`src/rtl/jkff_pkg.sv`:
```
// Shared opcode/state types and default sizing for the JK flop bank sequencer.
package jkff_pkg;

  localparam int DEF_WIDTH     = 4;
  localparam int DEF_MAX_RETRY = 3;

  typedef enum logic [2:0] {
    OP_HOLD     = 3'd0,
    OP_SET_ALL  = 3'd1,
    OP_CLR_ALL  = 3'd2,
    OP_TOGGLE   = 3'd3,
    OP_LOAD     = 3'd4,
    OP_COUNT_UP = 3'd5,
    OP_COUNT_DN = 3'd6,
    OP_ILLEGAL  = 3'd7
  } jk_op_e;

  typedef enum logic [1:0] {
    ST_IDLE  = 2'd0,
    ST_DRIVE = 2'd1,
    ST_CHECK = 2'd2,
    ST_FIN   = 2'd3
  } jk_state_e;

endpackage

```
`src/rtl/jkff_bank_seq_jk_step_gen.sv`:
```
// Combinational J/K encoder for one bank step; COUNT_DN decode exists only
// when JKFF_BANK_SEQ_COUNT_DN_EN is defined.
module jk_step_gen
  import jkff_pkg::*;
#(
  parameter int WIDTH = DEF_WIDTH
) (
  input  logic [2:0]       op,
  input  logic [WIDTH-1:0] data,
  input  logic [WIDTH-1:0] q,
  output logic [WIDTH-1:0] j,
  output logic [WIDTH-1:0] k
);

  // Bit i toggles when every lower bit carries (up) or borrows (down).
  logic [WIDTH-1:0] t_up;
`ifdef JKFF_BANK_SEQ_COUNT_DN_EN
  logic [WIDTH-1:0] t_dn;
`endif

  always_comb begin
    t_up    = '0;
    t_up[0] = 1'b1;
    for (int i = 1; i < WIDTH; i++) begin
      t_up[i] = t_up[i-1] & q[i-1];
    end
  end

`ifdef JKFF_BANK_SEQ_COUNT_DN_EN
  always_comb begin
    t_dn    = '0;
    t_dn[0] = 1'b1;
    for (int i = 1; i < WIDTH; i++) begin
      t_dn[i] = t_dn[i-1] & ~q[i-1];
    end
  end
`endif

  always_comb begin
    j = '0;
    k = '0;
    case (jk_op_e'(op))
      OP_TOGGLE: begin
        j = data;
        k = data;
      end
      OP_LOAD: begin
        j = data;
        k = ~data;
      end
      OP_COUNT_UP: begin
        j = t_up;
        k = t_up;
      end
`ifdef JKFF_BANK_SEQ_COUNT_DN_EN
      OP_COUNT_DN: begin
        j = t_dn;
        k = t_dn;
      end
`endif
      default: ;
    endcase
  end

endmodule

```
`src/rtl/jkff_bank_seq.sv`:
```
// Command sequencer for a bank of JK flops: drive, read back, retry on mismatch.
// Optional COUNT_DN opcode enabled by defining JKFF_BANK_SEQ_COUNT_DN_EN.
//
// state    | meaning
// ---------+---------------------------------------------------------------
// ST_IDLE  | cmd_ready high, waiting for a command
// ST_DRIVE | j/k or set/clr asserted for the current step
// ST_CHECK | outputs quiet, q_in compared with the expected value
// ST_FIN   | one-cycle done or err pulse, then back to idle
module jkff_bank_seq
  import jkff_pkg::*;
#(
  parameter int WIDTH     = DEF_WIDTH,
  parameter int MAX_RETRY = DEF_MAX_RETRY
) (
  input  logic             clk,
  input  logic             reset,
  input  logic             cmd_valid,
  output logic             cmd_ready,
  input  logic [2:0]       cmd_op,
  input  logic [WIDTH-1:0] cmd_data,
  input  logic [7:0]       cmd_len,
  output logic [WIDTH-1:0] jk_j,
  output logic [WIDTH-1:0] jk_k,
  output logic             ff_set,
  output logic             ff_clr,
  input  logic [WIDTH-1:0] q_in,
  output logic             done,
  output logic             err,
  output logic             busy
);

`ifdef JKFF_BANK_SEQ_COUNT_DN_EN
  localparam bit CNT_DN_EN = 1'b1;
`else
  localparam bit CNT_DN_EN = 1'b0;
`endif
  localparam logic [WIDTH-1:0] ONE = WIDTH'(1);

  jk_state_e        state;
  jk_op_e           op_r;
  logic [WIDTH-1:0] data_r;
  logic [WIDTH-1:0] cur_q;
  logic [WIDTH-1:0] exp_q;
  logic [7:0]       rem;
  logic [7:0]       retry_cnt;

  jk_op_e           op_in;
  logic             in_count;
  logic             in_illegal;
  logic [WIDTH-1:0] exp_in;
  logic [WIDTH-1:0] cur_next;
  logic [2:0]       step_op;
  logic [WIDTH-1:0] step_data;
  logic [WIDTH-1:0] step_q;
  logic [WIDTH-1:0] step_j;
  logic [WIDTH-1:0] step_k;
  logic             accept;

  assign op_in  = jk_op_e'(cmd_op);
  assign accept = cmd_valid && cmd_ready;

  always_comb begin
    in_count   = (op_in == OP_COUNT_UP) || (CNT_DN_EN && (op_in == OP_COUNT_DN));
    in_illegal = (op_in == OP_ILLEGAL) || (!CNT_DN_EN && (op_in == OP_COUNT_DN));
  end

  always_comb begin
    exp_in = q_in;
    case (op_in)
      OP_SET_ALL:  exp_in = '1;
      OP_CLR_ALL:  exp_in = '0;
      OP_TOGGLE:   exp_in = q_in ^ cmd_data;
      OP_LOAD:     exp_in = cmd_data;
      OP_COUNT_UP: exp_in = q_in + WIDTH'(cmd_len);
      OP_COUNT_DN: exp_in = q_in - WIDTH'(cmd_len);
      default:     exp_in = q_in;
    endcase
  end

  // The bank updates on the same edge the next step is registered, so count
  // steps are encoded from a tracked copy of q rather than the stale q_in.
  assign cur_next = (op_r == OP_COUNT_DN) ? (cur_q - ONE) : (cur_q + ONE);

  always_comb begin
    if (state == ST_IDLE) begin
      step_op   = cmd_op;
      step_data = cmd_data;
      step_q    = q_in;
    end else begin
      step_op   = op_r;
      step_data = data_r;
      step_q    = cur_next;
    end
  end

  jk_step_gen #(.WIDTH(WIDTH)) u_step_gen (
    .op   (step_op),
    .data (step_data),
    .q    (step_q),
    .j    (step_j),
    .k    (step_k)
  );

  always_ff @(posedge clk) begin
    if (!reset) begin
      state     <= ST_IDLE;
      op_r      <= OP_HOLD;
      data_r    <= '0;
      cur_q     <= '0;
      exp_q     <= '0;
      rem       <= '0;
      retry_cnt <= '0;
      jk_j      <= '0;
      jk_k      <= '0;
      ff_set    <= 1'b0;
      ff_clr    <= 1'b0;
      done      <= 1'b0;
      err       <= 1'b0;
      busy      <= 1'b0;
      cmd_ready <= 1'b0;
    end else begin
      jk_j   <= '0;
      jk_k   <= '0;
      ff_set <= 1'b0;
      ff_clr <= 1'b0;
      done   <= 1'b0;
      err    <= 1'b0;
      case (state)
        ST_IDLE: begin
          cmd_ready <= 1'b1;
          if (accept) begin
            cmd_ready <= 1'b0;
            busy      <= 1'b1;
            op_r      <= op_in;
            data_r    <= cmd_data;
            cur_q     <= q_in;
            exp_q     <= exp_in;
            retry_cnt <= '0;
            rem       <= '0;
            if (in_illegal) begin
              err   <= 1'b1;
              state <= ST_FIN;
            end else if (in_count && (cmd_len == 8'd0)) begin
              done  <= 1'b1;
              state <= ST_FIN;
            end else begin
              state <= ST_DRIVE;
              if (in_count) rem <= cmd_len - 8'd1;
              if (op_in == OP_SET_ALL) begin
                ff_set <= 1'b1;
              end else if (op_in == OP_CLR_ALL) begin
                ff_clr <= 1'b1;
              end else begin
                jk_j <= step_j;
                jk_k <= step_k;
              end
            end
          end
        end
        ST_DRIVE: begin
          if (rem != 8'd0) begin
            rem   <= rem - 8'd1;
            cur_q <= cur_next;
            jk_j  <= step_j;
            jk_k  <= step_k;
          end else begin
            state <= ST_CHECK;
          end
        end
        ST_CHECK: begin
          if (q_in == exp_q) begin
            done  <= 1'b1;
            state <= ST_FIN;
          end else if (retry_cnt < 8'(MAX_RETRY)) begin
            retry_cnt <= retry_cnt + 8'd1;
            rem       <= '0;
            jk_j      <= exp_q;
            jk_k      <= ~exp_q;
            state     <= ST_DRIVE;
          end else begin
            err   <= 1'b1;
            state <= ST_FIN;
          end
        end
        ST_FIN: begin
          busy      <= 1'b0;
          cmd_ready <= 1'b1;
          retry_cnt <= '0;
          state     <= ST_IDLE;
        end
        default: state <= ST_IDLE;
      endcase
    end
  end

endmodule
```
`config.mk`:
```
export PLATFORM = sky130hd
export DESIGN_NAME = jkff_bank_seq
export DESIGN_NICKNAME = d
export VERILOG_FILES = /design/src/rtl/jkff_pkg.sv /design/src/rtl/jkff_bank_seq_jk_step_gen.sv /design/src/rtl/jkff_bank_seq.sv
export SDC_FILE = /design/constraint.sdc
export NUM_CORES = 1
export LEC_CHECK = 0
export ABC_AREA = 1
export CAP_MARGIN = 25
export CORE_ASPECT_RATIO = 1.75
export CORE_MARGIN = 1.5
export CORE_UTILIZATION = 45
export DETAILED_ROUTE_END_ITERATION = 10
export PLACE_DENSITY = 0.66
export SKIP_CTS_REPAIR_TIMING = 1
export SLEW_MARGIN = 20
export SYNTH_ARGS = -nofsm -noshare
export SYNTH_HDL_FRONTEND = slang
export SYNTH_SLANG_ARGS = --single-unit
```
`constraint.sdc`:
```
create_clock -name clk -period 4.25 [get_ports clk]
set_input_delay 0.85 -clock clk [delete_from_list [all_inputs] [get_ports clk]]
set_output_delay 0.85 -clock clk [all_outputs]
set_load 0.01 [all_outputs]
```
==> results of run 1 <==
==> Yosys cell counts, types with 2 or more instances <==
cell type  instances
nand2_1          138
inv_1             60
nor2_1            56
dfxtp_1           46
o21ai_0           43
nand3_1           32
a21oi_1           29
ha_1              13
xor2_1            10
buf_2              6
nor3_1             6
o22ai_1            4
clkbuf_1           3
inv_2              3
nand4_1            3
a21oi_2            2
a31oi_1            2
buf_6              2
fa_1               2
nand2_2            2
nand2_4            2
nand3b_1           2
o211ai_1           2
o21ai_1            2
o21ai_2            2
or2_2              2
==> state kept, by name (all words and copies together), names as in the netlist, 2 cells and up <==
name and flops:
rem 8, retry_cnt 8, data_r 4, exp_q 4, jk_j 4, jk_k 4, cur_q 3, op_r 3
state 2
==> layout make-up <==
class                   instances  area share (%)
clock inverters                 1          0.8225
multi-input cells             364           50.96
inverters                      64           6.580
well taps                      82           2.810
flip-flops and latches         46           25.22
clock buffers                   6           3.804
repair buffers                 36           9.801
==> metrics by stage <==
step	worst slack (ns)	hold slack, ns
final	1.381	0.4400
after detailed placement	1.081	0.4304
after floorplan	1.858	0.4143
after CTS	1.399	0.4410
after global placement	1.219	0.4217
after global routing	1.144	0.4585
==> routing by layer <==
metal  track usage, %  share of wire (%)
met1            25.61                 40
met2            43.64                 52
met3            4.771                4.4
met4            11.11                3.4
met5                0                  0
==> cell families (layout without fill, tap and decap cells) <==
group	count (synthesis)	in the layout	share of synthesized area, %
flip-flops	46	46	29.76
AO/OA/AOI/OAI	89	89	15.85
XOR/XNOR	11	11	3.114
buffers and inverters	77	107	10.11
AND/OR/NAND/NOR	249	249	34.61
adder cells (fa/ha/maj)	15	15	6.551
==> worst max-delay path, stage by stage <==
cell and delay (ns):
clkdlybuf4s50_1 0.65, nand2_1 0.22, nor2_1 0.24, o21ai_0 0.20, fa_1 0.44, xor2_1 0.17, a21oi_1 0.15, a41oi_1 0.12
==> worst paths after layout <==
check	cells after the start	from	slack [ns]	endpoint
hold reg to reg	2	retry_cnt[7]$_SDFFE_PN0P_	0.44	retry_cnt[7]$_SDFFE_PN0P_
setup / recovery	8	cmd_op[2]	1.38	exp_q[2]$_SDFFE_PN0P_
hold / removal	2	retry_cnt[7]$_SDFFE_PN0P_	0.44	retry_cnt[7]$_SDFFE_PN0P_
setup reg to reg	8	state[1]$_SDFFE_PN0P_	1.60	done$_SDFF_PN0_
==> where the power goes <==
| part | switching (uW) | internal (uW) |
|---|---|---|
| Clock | 175 | 291 |
| Combinational | 655 | 349 |
| Sequential | 62.0 | 525 |
| Total | 892 | 1160 |
==> report_table.html, run 1 <==
<table>
<tr><th>Metric</th><th>Value</th></tr>
<tr><th colspan="2">Status</th></tr>
<tr><td>Outcome</td><td>finished clean</td></tr>
<tr><th colspan="2">Min path</th></tr>
<tr><td>Min-delay worst type</td><td>reg2reg</td></tr>
<tr><th colspan="2">Synthesis</th></tr>
<tr><td>Share of synthesized area occupied by flip-flops and latches</td><td>29.76%</td></tr>
<tr><td>Share of async-settable or async-resettable flops after synthesis</td><td>0%</td></tr>
<tr><td>Post-synthesis cell type with the largest combined area</td><td>dfxtp_1</td></tr>
<tr><td>Count of state elements after synthesis</td><td>46</td></tr>
<tr><td>Count of warnings emitted by yosys</td><td>0</td></tr>
<tr><td>Largest cells by area after synthesis</td><td>dfxtp_1 30%, nand2_1 17%, inv_1 7.3%, o21ai_0 7.0%, nor2_1 6.8%</td></tr>
<tr><td>Post-synth net total</td><td>524</td></tr>
<tr><td>Number of enable flip-flop cells after synthesis</td><td>0</td></tr>
<tr><td>Cells after Synth</td><td>487</td></tr>
<tr><td>Most frequently used flop master after synthesis</td><td>dfxtp_1</td></tr>
<tr><td>Number of distinct standard cells referenced by the synthesized netlist</td><td>39</td></tr>
<tr><td>Synth Area per Inst</td><td>6.354 sq um</td></tr>
<tr><td>Area share of the largest cell type after synthesis</td><td>29.76%</td></tr>
<tr><td>Mapped cell area</td><td>3094 sq um</td></tr>
<tr><th colspan="2">Setup path</th></tr>
<tr><td>Sort of element at the start of the critical path</td><td>input pin</td></tr>
<tr><td>Endpoint type of the worst setup path</td><td>flip-flop</td></tr>
<tr><td>Crit path DAT</td><td>3.04 ns</td></tr>
<tr><td>Maximum fanout along the worst path</td><td>9</td></tr>
<tr><td>Critical Path RT</td><td>4.42 ns</td></tr>
<tr><td>Crit path kind</td><td>in2reg</td></tr>
<tr><th colspan="2">Clock tree</th></tr>
<tr><td>Cts bufs inserted</td><td>5</td></tr>
<tr><td>Number of H-tree levels</td><td>2</td></tr>
<tr><td>Worst-Skew Late Latency</td><td>0.30 ns</td></tr>
<tr><td>Bufs on Longest Clock Path</td><td>2</td></tr>
<tr><td>Root buffer cell</td><td>clkbuf_16</td></tr>
<tr><td>Clock tree sinks</td><td>46</td></tr>
<tr><td>CTS clk-pin slew, worst paths</td><td>0.07 ns</td></tr>
<tr><td>Clock tree from TritonCTS</td><td>built</td></tr>
<tr><th colspan="2">Finish</th></tr>
<tr><td>Fraction of layout cells with a size suffix above 1</td><td>5.222%</td></tr>
<tr><td>Nets</td><td>554</td></tr>
<tr><td>Non-Filler Instances</td><td>599</td></tr>
<tr><td>Most common cell after layout, fill and taps aside</td><td>nand2_1</td></tr>
<tr><td>Multi-input combinational cell area</td><td>1861 sq um</td></tr>
<tr><td>Combined flip-flop and latch cell area</td><td>920.9 sq um</td></tr>
<tr><td>Design Area, Final</td><td>3651 sq um</td></tr>
<tr><td>Highest-count cells in the layout ignoring fill and taps</td><td>138 x nand2_1, 60 x inv_1, 56 x nor2_1</td></tr>
<tr><td>Number of inserted diodes</td><td>0</td></tr>
<tr><td>Layout overhead on the synthesized area</td><td>17.99%</td></tr>
<tr><td>Filler cells</td><td>687</td></tr>
<tr><td>End-of-flow core utilization</td><td>55.42%</td></tr>
<tr><th colspan="2">Floorplanning</th></tr>
<tr><td>Die outline height</td><td>112.7 um</td></tr>
<tr><td># IOs</td><td>36</td></tr>
<tr><td>Die Outline Area</td><td>7402 sq um</td></tr>
<tr><td>Overall die width</td><td>65.69 um</td></tr>
<tr><td># rows</td><td>39</td></tr>
<tr><td>Placeable Area</td><td>6588 sq um</td></tr>
<tr><td>Initial core utilization</td><td>46.97%</td></tr>
<tr><th colspan="2">Route</th></tr>
<tr><td>Antenna viol nets, final</td><td>0</td></tr>
<tr><td>Wirelength per Cell</td><td>14.00 um</td></tr>
<tr><td>Number of violations reported at the end of detailed-routing iteration 0</td><td>210</td></tr>
<tr><td>Detailed-route wire length</td><td>8386 um</td></tr>
<tr><td>Via/cell ratio</td><td>5.239</td></tr>
<tr><td>Routed vias</td><td>3138</td></tr>
<tr><td>Drt drc</td><td>0</td></tr>
<tr><td>Detailed-router iteration count before antenna repair</td><td>5</td></tr>
<tr><th colspan="2">Global route</th></tr>
<tr><td>Via count of the first global-routing pass</td><td>2924</td></tr>
<tr><td>Wire length of the first global-routing pass</td><td>13690 um</td></tr>
<tr><td>Overall overflow remaining after global route</td><td>0</td></tr>
<tr><td>GRT Util Overall</td><td>23.97%</td></tr>
<tr><td>Maximum number of pins on one net before global-route repair</td><td>26</td></tr>
<tr><td>Antenna violations before repair</td><td>0</td></tr>
<tr><th colspan="2">Timing</th></tr>
<tr><td># setup viols final</td><td>0</td></tr>
<tr><td>Clock period minus final worst setup slack</td><td>2.869 ns</td></tr>
<tr><td>Unrepaired setup endpoints after global routing</td><td>no</td></tr>
<tr><td>Layout Skew</td><td>0.009185 ns</td></tr>
<tr><td>F_max</td><td>348.5 MHz</td></tr>
<tr><td>Final hold violations</td><td>0</td></tr>
<tr><td>Final max-slew violation count</td><td>0</td></tr>
<tr><td>Actual slew at the worst max-slew pin</td><td>0.7550 ns</td></tr>
<tr><td>Max_slew headroom</td><td>49.67%</td></tr>
<tr><td>Share of the clock period used by the worst path after layout</td><td>67.51%</td></tr>
<tr><td>Setup TNS</td><td>0 ns</td></tr>
<tr><th colspan="2">Power and ir drop</th></tr>
<tr><td>Worst IR Drop VDD</td><td>0.0003721 V</td></tr>
<tr><td>Ratio of total power to cell area</td><td>563.0 nW/um^2</td></tr>
<tr><td>Total design power</td><td>2056 uW</td></tr>
<tr><td>Leakage</td><td>0.001681 uW</td></tr>
<tr><th colspan="2">Placed design</th></tr>
<tr><td>Post-detail-place hpwl</td><td>6490 um</td></tr>
<tr><td>Port bufs</td><td>35</td></tr>
<tr><td>Routability congestion estimate from global placement</td><td>0.8547</td></tr>
<tr><td>Number of placed cells counting well taps</td><td>592</td></tr>
<tr><td>Area of placed instances</td><td>3482 sq um</td></tr>
<tr><th colspan="2">Run</th></tr>
<tr><td>Max capacitance violation total</td><td>0</td></tr>
</table>
Power figures use the tool's default switching activity.
==> run 2: changes to the inputs <==
--- a/config.mk
+++ b/config.mk
@@ -11,7 +11,7 @@
 export CORE_MARGIN = 1.5
 export CORE_UTILIZATION = 45
 export DETAILED_ROUTE_END_ITERATION = 10
-export PLACE_DENSITY = 0.66
+export PLACE_DENSITY = 0.69
 export SKIP_CTS_REPAIR_TIMING = 1
 export SLEW_MARGIN = 20
 export SYNTH_ARGS = -nofsm -noshare
==> constraint.sdc (replaced) <==
create_clock -name clk -period 2.4 [get_ports clk]
set_input_delay 0.48 -clock clk [delete_from_list [all_inputs] [get_ports clk]]
set_output_delay 0.48 -clock clk [all_outputs]
set_load 0.01 [all_outputs]
==> report_table.html, run 2 (same netlist as run 1, synthesis figures left out) <==
<table>
<tr><th>Metric</th><th>Value</th></tr>
<tr><th colspan="2">Status</th></tr>
<tr><td>Outcome</td><td>finished clean (unchanged)</td></tr>
<tr><th colspan="2">Clock tree</th></tr>
<tr><td>Clock tree sinks</td><td>46 (unchanged)</td></tr>
<tr><td>Number of H-tree levels</td><td>2 (unchanged)</td></tr>
<tr><td>CTS clk-pin slew, worst paths</td><td>0.06 ns (was 0.07 ns)</td></tr>
<tr><td>Clock tree from TritonCTS</td><td>built (unchanged)</td></tr>
<tr><td>Root buffer cell</td><td>clkbuf_16 (unchanged)</td></tr>
<tr><td>Worst-Skew Late Latency</td><td>0.29 ns (was 0.30 ns)</td></tr>
<tr><td>Cts bufs inserted</td><td>5 (unchanged)</td></tr>
<tr><td>Bufs on Longest Clock Path</td><td>2 (unchanged)</td></tr>
<tr><th colspan="2">Floorplanning</th></tr>
<tr><td>Overall die width</td><td>65.69 um (unchanged)</td></tr>
<tr><td>Placeable Area</td><td>6588 sq um (unchanged)</td></tr>
<tr><td>Die outline height</td><td>112.7 um (unchanged)</td></tr>
<tr><td>Die Outline Area</td><td>7402 sq um (unchanged)</td></tr>
<tr><td># IOs</td><td>36 (unchanged)</td></tr>
<tr><td>Initial core utilization</td><td>46.97% (unchanged)</td></tr>
<tr><td># rows</td><td>39 (unchanged)</td></tr>
<tr><th colspan="2">Global route</th></tr>
<tr><td>Overall overflow remaining after global route</td><td>0 (unchanged)</td></tr>
<tr><td>Met2 demand-to-capacity share in global routing</td><td>41.89% (was 43.64%)</td></tr>
<tr><td>Wire length of the first global-routing pass</td><td>13140 um (was 13690 um)</td></tr>
<tr><td>Antenna violations before repair</td><td>0 (unchanged)</td></tr>
<tr><td>Via count of the first global-routing pass</td><td>2882 (was 2924)</td></tr>
<tr><td>Top Usage Layer GRT</td><td>met2 (unchanged)</td></tr>
<tr><td>Maximum number of pins on one net before global-route repair</td><td>25 (was 26)</td></tr>
<tr><td>Global-route met1 utilization</td><td>25.41% (was 25.61%)</td></tr>
<tr><td>GRT Util Overall</td><td>22.87% (was 23.97%)</td></tr>
<tr><td>M3 GR Usage</td><td>3.976% (was 4.771%)</td></tr>
<tr><th colspan="2">Timing</th></tr>
<tr><td>Unrepaired setup endpoints after global routing</td><td>no (unchanged)</td></tr>
<tr><td>Max_slew headroom</td><td>62.57% (was 49.67%)</td></tr>
<tr><td># setup viols final</td><td>0 (unchanged)</td></tr>
<tr><td>Share of the clock period used by the worst path after layout</td><td>93.01%</td></tr>
<tr><td>Actual slew at the worst max-slew pin</td><td>0.5572 ns (was 0.7550 ns)</td></tr>
<tr><td>F_max</td><td>448.0 MHz</td></tr>
<tr><td>Final hold violations</td><td>0 (unchanged)</td></tr>
<tr><td>Layout Skew</td><td>0.009189 ns (was 0.009185 ns)</td></tr>
<tr><td>Final max-slew violation count</td><td>0 (unchanged)</td></tr>
<tr><td>Clock period minus final worst setup slack</td><td>2.232 ns</td></tr>
<tr><th colspan="2">Power and ir drop</th></tr>
<tr><td>Worst IR Drop VDD</td><td>0.0006666 V (was 0.0003721 V)</td></tr>
<tr><td>Leakage</td><td>0.001776 uW (was 0.001681 uW)</td></tr>
<tr><td>Ratio of total power to cell area</td><td>939.8 nW/um^2 (was 563.0 nW/um^2)</td></tr>
<tr><th colspan="2">Placed design</th></tr>
<tr><td>Port bufs</td><td>35 (unchanged)</td></tr>
<tr><td>Routability congestion estimate from global placement</td><td>0.9288 (was 0.8547)</td></tr>
<tr><td>Post-detail-place hpwl</td><td>6479 um (was 6490 um)</td></tr>
<tr><td>Number of placed cells counting well taps</td><td>615 (was 592)</td></tr>
<tr><th colspan="2">Setup path</th></tr>
<tr><td>Critical Path RT</td><td>2.56 ns (was 4.42 ns)</td></tr>
<tr><td>Worst reg-to-reg setup slack</td><td>0.38 ns (was 1.60 ns)</td></tr>
<tr><td>Cell family with the largest share of critical-path delay</td><td>buffers and inverters (unchanged)</td></tr>
<tr><td>Crit path kind</td><td>in2reg (unchanged)</td></tr>
<tr><td>Endpoint of the lowest-slack register-to-register path</td><td>jk_j[3]$_SDFF_PN0_ (was done$_SDFF_PN0_)</td></tr>
<tr><td>Worst path max stage delay</td><td>0.49 ns (was 0.65 ns)</td></tr>
<tr><td>Worst-case reg-to-reg path depth</td><td>10 (was 8)</td></tr>
<tr><td>Maximum fanout along the worst path</td><td>2 (was 9)</td></tr>
<tr><td>Sort of element at the start of the critical path</td><td>input pin (unchanged)</td></tr>
<tr><td>Crit path DAT</td><td>2.40 ns (was 3.04 ns)</td></tr>
<tr><td>Slowest-stage cell, CP</td><td>clkdlybuf4s50_1 (unchanged)</td></tr>
<tr><td>R2R Path Start</td><td>state[0]$_SDFFE_PN0P_ (was state[1]$_SDFFE_PN0P_)</td></tr>
<tr><td>Count of buffering cells on the critical path with inverters included</td><td>3 (was 1)</td></tr>
<tr><td>Cell-by-cell listing of the critical path</td><td>clkdlybuf4s50_1 -&gt; inv_1 -&gt; ha_1 -&gt; o21ai_1 -&gt; buf_4 -&gt; fa_1 -&gt; xor2_1 -&gt; a21oi_1 -&gt; a41oi_1 (was clkdlybuf4s50_1 -&gt; nand2_1 -&gt; nor2_1 -&gt; o21ai_0 -&gt; fa_1 -&gt; xor2_1 -&gt; a21oi_1 -&gt; a41oi_1)</td></tr>
<tr><td>Endpoint type of the worst setup path</td><td>flip-flop (unchanged)</td></tr>
<tr><th colspan="2">Route</th></tr>
<tr><td>Wirelength per Cell</td><td>13.11 um (was 14.00 um)</td></tr>
<tr><td>Detailed-route wire length</td><td>8169 um (was 8386 um)</td></tr>
<tr><td>Via/cell ratio</td><td>5.013 (was 5.239)</td></tr>
<tr><td>Number of violations reported at the end of detailed-routing iteration 0</td><td>173 (was 210)</td></tr>
<tr><td>Detailed-router iteration count before antenna repair</td><td>4 (was 5)</td></tr>
<tr><td>Drt drc</td><td>0 (unchanged)</td></tr>
<tr><td>Routed vias</td><td>3123 (was 3138)</td></tr>
<tr><td>Antenna viol nets, final</td><td>0 (unchanged)</td></tr>
<tr><th colspan="2">Finish</th></tr>
<tr><td>Highest-count cells in the layout ignoring fill and taps</td><td>138 x nand2_1, 60 x inv_1, 56 x nor2_1 (unchanged)</td></tr>
<tr><td>Fraction of layout cells with a size suffix above 1</td><td>9.612% (was 5.222%)</td></tr>
<tr><td>Largest regs</td><td>rem (8), retry_cnt (8) (unchanged)</td></tr>
<tr><td>Most common cell after layout, fill and taps aside</td><td>nand2_1 (unchanged)</td></tr>
<tr><td>Nets</td><td>577 (was 554)</td></tr>
<tr><td>End-of-flow core utilization</td><td>57.74% (was 55.42%)</td></tr>
<tr><td>Number of inserted diodes</td><td>0 (unchanged)</td></tr>
<tr><td>Layout overhead on the synthesized area</td><td>22.93% (was 17.99%)</td></tr>
<tr><td>Non-Filler Instances</td><td>623 (was 599)</td></tr>
<tr><th colspan="2">Min path</th></tr>
<tr><td>Min-delay worst type</td><td>reg2reg (unchanged)</td></tr>
<tr><td>Hold Path Cell Cnt</td><td>2 (unchanged)</td></tr>
<tr><td>Min-delay src</td><td>retry_cnt[5]$_SDFFE_PN0P_ (was retry_cnt[7]$_SDFFE_PN0P_)</td></tr>
<tr><td>WHS Endpoint</td><td>retry_cnt[5]$_SDFFE_PN0P_ (was retry_cnt[7]$_SDFFE_PN0P_)</td></tr>
<tr><th colspan="2">Run</th></tr>
<tr><td>Max capacitance violation total</td><td>0 (unchanged)</td></tr>
</table>
[run 2: cell count changes in the layout (fill, tap and decap cells not counted)]
cell,change
buf_4,+23
bufinv_16,-1
clkbuf_8,-1
clkinv_2,+1
clkinv_4,+1
clkinvlp_4,+1
ha_1,-1
ha_2,+1
o21ai_0,-1
o21ai_1,+1
[run 2: area by class of cell]
type / instances / area (sq um)
clock buffers: 5 / 125.1
fillers: 638 / 2784
clock inverters: 3 / 21.27
multi-input cells: 364 / 1863
repair buffers: 59 / 530.5
well taps: 82 / 102.6
inverters: 64 / 240.2
flip-flops and latches: 46 / 920.9
[run 2: through the flow]
stage          instance area, sq um  total power, uW  worst slack, ns  hold WS (ns)  TNS, ns
2_1_floorplan                  3094             2404           0.3784        0.4143        0
3_3_place_gp                   3655             2855          -0.1209        0.4222  -0.2549
3_5_place_dp                   3655             2881          -0.1722        0.4302  -0.3807
4_1_cts                        3801             3589           0.1289        0.4413        0
5_1_grt                        3804             3900          0.05596        0.4575        0
6_report                       3804             3575           0.1678        0.4397        0
[run 2: how the worst max path moves through the flow]
stage,start,endpoint,slack [ns],cells past startpoint
6_report,cmd_len[0],exp_q[2]$_SDFFE_PN0P_,0.17,9
5_1_grt,cmd_op[1],exp_q[3]$_SDFFE_PN0P_,0.06,16
4_1_cts,cmd_len[0],exp_q[2]$_SDFFE_PN0P_,0.13,9
3_5_place_dp,cmd_len[0],exp_q[2]$_SDFFE_PN0P_,-0.17,9
3_3_place_gp,cmd_len[0],exp_q[2]$_SDFFE_PN0P_,-0.12,9
2_1_floorplan,cmd_op[2],exp_q[2]$_SDFFE_PN0P_,0.38,8
[run 2: per-layer routing]
layer / share of wire, % / wire length (um)
met5: 0 / 0
met4: 2.6 / 212
met3: 2.7 / 223
met2: 53 / 4324
met1: 42 / 3409
[run 2: report_power, final]
group | total, uW | internal (uW) | leakage [uW] | switching [uW]
clock | 690 | 386 | 0.0000698 | 304
sequential | 1040 | 929 | 0.000376 | 114
combinational | 1840 | 683 | 0.00133 | 1160
total | 3570 | 2000 | 0.00178 | 1580
[run 2: worst min-delay path, delay by kind of cell (launching register included)]
kind,cells,cell delay [ns]
DFF,1,0.31
and+or+nand+nor,2,0.09
